File: src/rtl/seq_mult_ctrl_if.sv
// rtl/seq_mult_ctrl_if.sv - operand/product handshake bundle for seq_mult_ctrl
interface seq_mult_ctrl_if;
    logic        in_valid;
    logic        in_ready;
    logic [7:0]  a;
    logic [7:0]  b;
    logic        out_valid;
    logic        out_ready;
    logic [15:0] p;
    logic        busy;

    modport master (
        output in_valid, a, b, out_ready,
        input  in_ready, out_valid, p, busy
    );

    modport slave (
        input  in_valid, a, b, out_ready,
        output in_ready, out_valid, p, busy
    );
endinterface

File: src/rtl/seq_mult_ctrl.sv
// rtl/seq_mult_ctrl.sv - 8-step shift-and-add 8x8 multiplier sharing one adder8bit
// Optional signed (two's-complement) operation when SEQ_MULT_SIGNED_EN is defined.
module adder8bit (
    input  logic [7:0] a,
    input  logic [7:0] b,
    input  logic       mode,
    output logic [7:0] s,
    output logic       co
);
    // mode=1 computes a - b as a + ~b + 1; co is the true 9th bit of that sum
    assign {co, s} = {1'b0, a} + {1'b0, b ^ {8{mode}}} + {8'd0, mode};
endmodule

module seq_mult_ctrl #(
    parameter int WIDTH     = 8,
    parameter bit ZERO_SKIP = 1'b0
) (
    input  logic          clk,
    input  logic          rst,
    seq_mult_ctrl_if.slave bus
);
    typedef enum logic [1:0] {IDLE, CALC, DONE} state_t;

    state_t            state, state_nxt;
    logic [WIDTH-1:0]  mcand, mcand_nxt;
    logic [WIDTH-1:0]  p_hi, p_hi_nxt;
    logic [WIDTH-1:0]  p_lo, p_lo_nxt;
    logic [2:0]        cnt, cnt_nxt;

    logic [WIDTH-1:0]  sum;
    logic              carry;
    logic              add_mode;
    logic              shift_in;
    logic [WIDTH-1:0]  upper;

    adder8bit u_adder (
        .a    (p_hi),
        .b    (mcand),
        .mode (add_mode),
        .s    (sum),
        .co   (carry)
    );

`ifdef SEQ_MULT_SIGNED_EN
    // Last partial product carries negative weight, so it is subtracted.
    assign add_mode = (state == CALC) && (cnt == 3'd7) && p_lo[0];
    assign shift_in = p_lo[0] ? (p_hi[WIDTH-1] ^ (mcand[WIDTH-1] ^ add_mode) ^ carry)
                              : p_hi[WIDTH-1];
`else
    assign add_mode = 1'b0;
    assign shift_in = p_lo[0] ? carry : 1'b0;
`endif

    assign upper = p_lo[0] ? sum : p_hi;

    always_ff @(posedge clk) begin
        if (rst) begin
            state <= IDLE;
            mcand <= '0;
            p_hi  <= '0;
            p_lo  <= '0;
            cnt   <= '0;
        end else begin
            state <= state_nxt;
            mcand <= mcand_nxt;
            p_hi  <= p_hi_nxt;
            p_lo  <= p_lo_nxt;
            cnt   <= cnt_nxt;
        end
    end

    always_comb begin
        state_nxt = state;
        mcand_nxt = mcand;
        p_hi_nxt  = p_hi;
        p_lo_nxt  = p_lo;
        cnt_nxt   = cnt;
        case (state)
            IDLE: begin
                if (bus.in_valid) begin
                    mcand_nxt = bus.a;
                    p_hi_nxt  = '0;
                    p_lo_nxt  = bus.b;
                    cnt_nxt   = '0;
                    state_nxt = CALC;
                    if (ZERO_SKIP && ((bus.a == '0) || (bus.b == '0))) begin
                        p_lo_nxt  = '0;
                        state_nxt = DONE;
                    end
                end
            end
            CALC: begin
                p_hi_nxt = {shift_in, upper[WIDTH-1:1]};
                p_lo_nxt = {upper[0], p_lo[WIDTH-1:1]};
                cnt_nxt  = cnt + 3'd1;
                if (cnt == 3'd7) begin
                    state_nxt = DONE;
                end
            end
            DONE: begin
                if (bus.out_ready) begin
                    state_nxt = IDLE;
                end
            end
            default: state_nxt = IDLE;
        endcase
    end

    assign bus.in_ready  = (state == IDLE);
    assign bus.out_valid = (state == DONE);
    assign bus.busy      = (state == CALC) || (state == DONE);
    assign bus.p         = {p_hi, p_lo};
endmodule

File: src/flat_wrapper.sv
// flat-port wrapper written by rule: the top's interface ports become plain ports
module seq_mult_ctrl_flat 
#(
    parameter int WIDTH     = 8,
    parameter bit ZERO_SKIP = 1'b0
)
  (clk, rst, bus_in_valid, bus_a, bus_b, bus_out_ready, bus_in_ready, bus_out_valid, bus_p, bus_busy);
  seq_mult_ctrl_if bus_i ();
  input  logic clk;
  input  logic rst;
  input wire logic [$bits(bus_i.in_valid)-1:0] bus_in_valid;
  input wire logic [$bits(bus_i.a)-1:0] bus_a;
  input wire logic [$bits(bus_i.b)-1:0] bus_b;
  input wire logic [$bits(bus_i.out_ready)-1:0] bus_out_ready;
  output wire logic [$bits(bus_i.in_ready)-1:0] bus_in_ready;
  output wire logic [$bits(bus_i.out_valid)-1:0] bus_out_valid;
  output wire logic [$bits(bus_i.p)-1:0] bus_p;
  output wire logic [$bits(bus_i.busy)-1:0] bus_busy;
  assign bus_i.in_valid = bus_in_valid;
  assign bus_i.a = bus_a;
  assign bus_i.b = bus_b;
  assign bus_i.out_ready = bus_out_ready;
  assign bus_in_ready = bus_i.in_ready;
  assign bus_out_valid = bus_i.out_valid;
  assign bus_p = bus_i.p;
  assign bus_busy = bus_i.busy;
  seq_mult_ctrl #(.WIDTH(WIDTH), .ZERO_SKIP(ZERO_SKIP)) u_core (.clk(clk), .rst(rst), .bus(bus_i));
endmodule
File: config.mk
export PLATFORM = sky130hd
export DESIGN_NAME = seq_mult_ctrl_flat
export DESIGN_NICKNAME = d
export VERILOG_FILES = /design/src/rtl/seq_mult_ctrl_if.sv /design/src/rtl/seq_mult_ctrl.sv /design/src/flat_wrapper.sv
export SDC_FILE = /design/constraint.sdc
export NUM_CORES = 1
export LEC_CHECK = 0
export ABC_AREA = 1
export CORE_MARGIN = 2
export CORE_UTILIZATION = 51
export DETAILED_ROUTE_END_ITERATION = 8
export PLACE_DENSITY_LB_ADDON = 0.08
export SLEW_MARGIN = 0
export SYNTH_ARGS = -nofsm -noshare
export SYNTH_HDL_FRONTEND = slang
export SYNTH_HIERARCHICAL = 1
export SYNTH_SLANG_ARGS = --single-unit
File: constraint.sdc
create_clock -name clk -period 1.9 [get_ports clk]
set_input_delay 0.19 -clock clk [delete_from_list [all_inputs] [get_ports clk]]
set_output_delay 0.19 -clock clk [all_outputs]
set_load 0.02 [all_outputs]
==> flow_summary_export.csv, run 1 <==
group,metric,value,unit
job,maxCapViolCount,0,
worst_setup_path,crit_fanout,7,
drt,drt_iter0_markers,64,
floorplan,chipHeight,64.7,microns
floorplan,die_x,64.7,microns
finish,fin_cells,365,
finish,num_antenna_cells,0,
finish,layout-drive-gt1-share,15.8,%
worst_setup_path,cp_slowest_stage_delay,0.63,ns
drt,viasPerCell,4.74,
global_routing,grt_overflow_total,0,
drt,drt_first_pass_iters,5,
worst_setup_path,crit_type,"flop to output port",
timing,hold_violations,0,
timing,fin_worst_skew,0.00732,ns
timing,setup_tns,0,ns
clock_tree,cts_max_path_buffers,2,
power_and_ir_drop,leakagePower,0.00111,uW
yosys,synthTopCellsByArea,"dfxtp_1 (31%), nand2_1 (17%), ha_1 (8.7%)",
worst_setup_path,cp-start-kind,"flop",
yosys,async_flop_share,0,%
yosys,ys_ff_latch,29,
timing,fin_crit,1.83,ns
floorplan,io_pins,39,
yosys,netlist_area,0.00188,sq mm
clock_tree,cts_buffers,5,
yosys,yosysSeqAreaShare,30.9,%
worst_setup_path,slowest_stage,"clkdlybuf4s50_1",
timing,grt_setup_unrepaired,"no",
status,status,"completed",
drt,post-route-drc-count,0,
clock_tree,worstSkewPairLatency,0.28,ns
yosys,synth_cells,273,
clock_tree,htree_num_levels,2,
finish,area_growth,28.7,%
yosys,synth_edf_count,0,
worst_setup_path,cp_top_family,"buffers and inverters",
min_path,hp-start,"u_core/cnt[1]",
worst_setup_path,worstPathRequired,1.71,ns
clock_tree,cts_tree,"done",
floorplan,start_util,52.1,%
floorplan,rows,22,
placement,placement.cell_area,0.00230,sq mm
floorplan,dieArea,0.00419,sq mm
drt,postRouteAntennaNets,0,
worst_setup_path,path_buf_inv,2,
yosys,yosys_most_used_dff,"dfxtp_1",
placement,dp_cells,356,
power_and_ir_drop,power-per-cell-area,1230,mW/mm^2
finish,design_area,0.00242,sq mm
global_routing,antenna_found_initial,0,
placement,hpwl,2.75,mm
global_routing,grt_pass1_wl,6.56,mm
worst_setup_path,crit_arrival,1.64,ns
worst_setup_path,cp_cell_sequence,"inv_1 -> ha_2 -> clkdlybuf4s50_1",
yosys,synth_top_area_share,30.9,%
drt,wl,3.80,mm
power_and_ir_drop,peakVddDrop,1.45,mV
clock_tree,clkTransAtPathRegs,0.06,ns
drt,wl_per_cell,10.4,microns
drt,dr_total_vias,1731,
yosys,yosys_warnings,6,
worst_setup_path,crit_start,"u_core/state[1]",
placement,port_buffers,38,
clock_tree,root_buffer,"clkbuf_8",
worst_setup_path,r2r-start,"u_core/mcand[1]",
yosys,syn_area_per_cell,6.88,sq um
finish,nNetsFinal,351,
clock_tree,clkSinkCount,29,
global_routing,grt_start_max_net_pins,20,
timing,fmax,0.547,GHz
clock_tree,hold_buffers,0,
global_routing,grt_pass1_vias,1487,
yosys,synth_top_area_cell,"dfxtp_1",
global_routing,grt_use_total,20.4,%
min_path,hold_class,"flop to flop",
timing,setup_viol,0,
worst_setup_path,end_kind,"output port",
yosys,synth.distinct_cells,23,
timing,drv_slew,0,
floorplan,core,0.00361,sq mm
timing,period_share,96.2,%
yosys,syn-num-nets,307,
placement,gp_congestion,0.869,
-- layout make-up --
| type | instances | area [sq um] |
|---|---|---|
| tap | 48 | 60.1 |
| inverter | 33 | 124 |
| timing repair buffer | 46 | 440 |
| multi-input combinational | 202 | 1120 |
| sequential | 29 | 586 |
| fill | 337 | 1190 |
| clock buffer | 7 | 86.3 |
-- registers in the layout, indices dropped and copies added, names as in the netlist --
signal        flops
u_core/mcand      8
u_core/p_lo       8
u_core/state      2
u_core/cnt        3
u_core/p_hi       8
-- synth_stat cells (2+ instances only) --
master	instances
o21ai_2	2
o21ai_0	17
nor2_1	29
ha_1	13
a21oi_1	12
dfxtp_1	29
nand2_1	83
xor2_1	9
buf_2	6
inv_1	33
nand2_2	13
nand3_1	4
a21oi_2	10
nand2_4	3
xnor2_1	2
-- power breakdown --
part	internal, uW	switching (uW)	total, uW
sequential	751	92.6	844
clock	287	226	512
combinational	621	987	1610
total	1660	1310	2960
-- routing by layer --
layer | routed length, microns | share of wire (%) | up-vias | GRT usage [%]
li1 | - | - | 925 | -
met1 | 1800 | 47 | 750 | 26.8
met2 | 1690 | 44 | 49 | 32.0
met3 | 248 | 6.5 | 7 | 5.21
met4 | 61 | 1.6 | 0 | 7.98
met5 | 0 | 0 | - | 0
-- kinds of logic after synthesis --
| group | share of synthesized area [%] |
|---|---|
| adders and majority gates | 9.72 |
| DFF | 30.9 |
| AOI/OAI and AO/OA | 14.1 |
| buffers and inverters | 10.1 |
| and+or+nand+nor | 29.9 |
| other | 0.200 |
| xor gates and xnor gates | 5.13 |
-- worst min-delay path, stage by stage (launching register included) --
cell	delay, ns
dfxtp_1	0.31
nand2_1	0.06
a21oi_1	0.06
-- timing repair --
item	CTS	global route
endpoints found under the setup margin	1	4
pin swaps	0	8
setup buffers	0	2
hold endpoints to repair	0	0
gates resized for setup	1	7
gates cloned	0	0
-- path summary, 6_finish.rpt --
check                   endpoint  slack [ns]  depth (start not counted)
setup / recovery    bus_in_ready        0.07                          3
hold / removal     u_core/cnt[1]        0.48                          2
setup reg to reg  u_core/p_hi[5]        0.19                         12
hold reg to reg    u_core/cnt[1]        0.48                          2
-- through the flow --
| stage | hold WS, ns | power [uW] | util (%) | setup slack [ns] |
|---|---|---|---|---|
| after floorplan | 0.355 | 2050 | - | 0.0792 |
| after detailed placement | 0.465 | 2440 | 63.8 | 0.0803 |
| after global placement | 0.458 | 2430 | 63.8 | 0.118 |
| after CTS | 0.474 | 2970 | 66.3 | 0.0523 |
| after global routing | 0.494 | 3240 | 67.1 | 0.00319 |
| final | 0.477 | 2960 | 67.1 | 0.0731 |
-- cell usage in the layout, fill, tap and decap left out --
master,synthesis,layout
o21ai_1,0,1
o21ai_0,17,16
xnor2_2,0,1
nor2_1,29,29
xnor2_1,2,1
nand4_1,1,1
ha_2,0,1
inv_2,0,1
ha_1,13,12
clkbuf_1,1,1
xor2_1,9,9
inv_1,33,32
nand2_4,3,3
clkbuf_8,0,6
fa_2,0,1
a21oi_1,12,12
nand2_1,83,83
nand2_2,13,13
a21o_1,1,1
nand3_1,4,4
a21oi_2,10,10
conb_1,1,1
dfxtp_2,0,4
buf_4,0,8
o21ai_2,2,2
clkdlybuf4s50_1,0,38
dfxtp_1,29,25
o211ai_1,1,1
Power figures use the tool's default switching activity.
==> run 2: changes to the inputs <==
Settings changed: CORE_MARGIN 2 to not set.
==> flow_summary_export.csv, run 2 (synthesized netlist as in run 1, its figures left out) <==
group,metric,value,unit
status,status,"completed",
finish,area_growth,31.4,%
worst_setup_path,r2r-start,"u_core/mcand[4]",
min_path,hold-path-endpoint,"u_core/cnt[1]",
clock_tree,worstSkewPairLatency,0.29,ns
timing,hold_violations,0,
drt,drt_first_pass_iters,4,
power_and_ir_drop,peakVddDrop,1.46,mV
clock_tree,clkTransAtPathRegs,0.06,ns
worst_setup_path,cp-start-kind,"flop",
timing,setup_viol,0,
min_path,hold_depth,2,
floorplan,start_util,54.6,%
drt,wl_per_cell,11.1,microns
global_routing,grt_pass1_vias,1580,
drt,post-route-drc-count,0,
finish,multi_input_area,0.00114,sq mm
timing,fin_ws,0.0780,ns
finish,fill_cells,294,
placement,dp_slack,0.0448,ns
global_routing,grt_start_max_net_pins,20,
worst_setup_path,reg2reg_to,"u_core/p_hi[6]",
placement,gp_congestion,0.882,
clock_tree,root_buffer,"clkbuf_8",
floorplan,rows,21,
finish,num_antenna_cells,0,
global_routing,grt_use_total,23.0,%
finish,nNetsFinal,354,
finish,layout-drive-gt1-share,16.8,%
floorplan,die_x,62.7,microns
drt,postRouteAntennaNets,0,
clock_tree,cts_buffers,5,
clock_tree,cts_max_path_buffers,2,
power_and_ir_drop,leakagePower,0.00114,uW
worst_setup_path,crit_arrival,1.63,ns
min_path,hp-start,"u_core/cnt[1]",
clock_tree,cts_tree,"done",
clock_tree,htree_num_levels,2,
timing,fmax,0.549,GHz
worst_setup_path,crit_type,"flop to output port",
worst_setup_path,r2r_cells,14,
global_routing,antenna_found_initial,0,
clock_tree,clkSinkCount,29,
placement,port_buffers,38,
floorplan,chipHeight,62.7,microns
timing,grt_setup_unrepaired,"yes",
timing,period_share,95.9,%
drt,viasPerCell,4.75,
placement,placement.cell_area,0.00232,sq mm
timing,fin_worst_skew,0.00858,ns
min_path,hold_class,"flop to flop",
floorplan,dieArea,0.00393,sq mm
drt,drt_iter0_markers,43,
worst_setup_path,worstPathRequired,1.71,ns
worst_setup_path,crit_fanout,7,
finish,reg_top3,"u_core/mcand x8, u_core/p_hi x8, u_core/p_lo x8",
global_routing,grt_overflow_total,0,
power_and_ir_drop,power-per-cell-area,1250,mW/mm^2
placement,hpwl,2.89,mm
timing,fin_crit,1.82,ns
drt,dr_total_vias,1742,
drt,wl,4.07,mm
job,maxCapViolCount,0,
finish,design_area,0.00247,sq mm
timing,drv_slew,0,
placement,dp_cells,357,
global_routing,grt_pass1_wl,7.07,mm
finish,layout_common_cells,"nand2_1 (82), clkdlybuf4s50_1 (37), inv_1 (33)",
worst_setup_path,end_kind,"output port",
finish,register_area,584,sq um
finish,final_common_cell,"nand2_1",
floorplan,io_pins,39,
worst_setup_path,r2r_slack,0.12,ns
finish,fin_cells,367,
floorplan,core,0.00344,sq mm
-- run 2: cell types whose count changed in the layout (fill, tap and decap cells not counted), sizes merged --
cell	before	now
clkdlybuf4s50	38	37
clkinv	0	1
dlymetal6s2s	0	1
buf	8	11
-- run 2: cell type report --
type | instances | share of cell area (%)
well taps | 46 | 2.33
inverters | 33 | 5.02
flip-flops and latches | 29 | 23.7
clock buffers | 7 | 3.90
clock inverters | 1 | 0.203
repair buffers | 49 | 18.9
multi-input cells | 202 | 46.0
-- run 2: how the worst max path moves through the flow --
stage	start	endpoint
after floorplan	u_core/p_hi[1]	u_core/p_hi[5]
after global placement	u_core/mcand[0]	u_core/p_hi[5]
after detailed placement	u_core/mcand[0]	u_core/p_hi[5]
after CTS	u_core/mcand[0]	u_core/p_hi[5]
after global routing	u_core/mcand[4]	u_core/p_hi[6]
final	u_core/state[0]	bus_in_ready
-- run 2: power by group --
group	internal, uW	switching [uW]	total [uW]
clock	327	242	569
combinational	649	1000	1650
sequential	750	103	852
total	1730	1350	3070
-- run 2: metal layers --
metal	vias up	part of all wire, %	global-route usage, %
met1	766	46	30.2
met5	-	0	0
met4	0	1.5	9.59
met2	38	48	36.4
met3	5	4.5	4.93
li1	933	-	-
-- run 2: stage by stage --
stage          total power (uW)  util [%]  hold WS [ns]  TNS [ns]
4_1_cts                    3060      70.4         0.477         0
3_5_place_dp               2460      67.4         0.467         0
6_report                   3070      71.7         0.477         0
5_1_grt                    3350      71.7         0.494   -0.0557
3_3_place_gp               2440      67.4         0.461         0
2_1_floorplan              2050         -         0.355         0
-- run 2: what timing repair did --
action,4_1_cts,5_1_grt
setup buffers,0,2
hold buffers,0,0
pin swaps,0,4
resized for setup,1,7
setup endpoints to repair,1,7
hold endpoints to repair,0,0
-- run 2: critical path, cell delays in order (launching register included) --
cell and delay [ns]:
dfxtp_1 0.33, inv_1 0.11, ha_2 0.28, clkdlybuf4s50_1 0.63
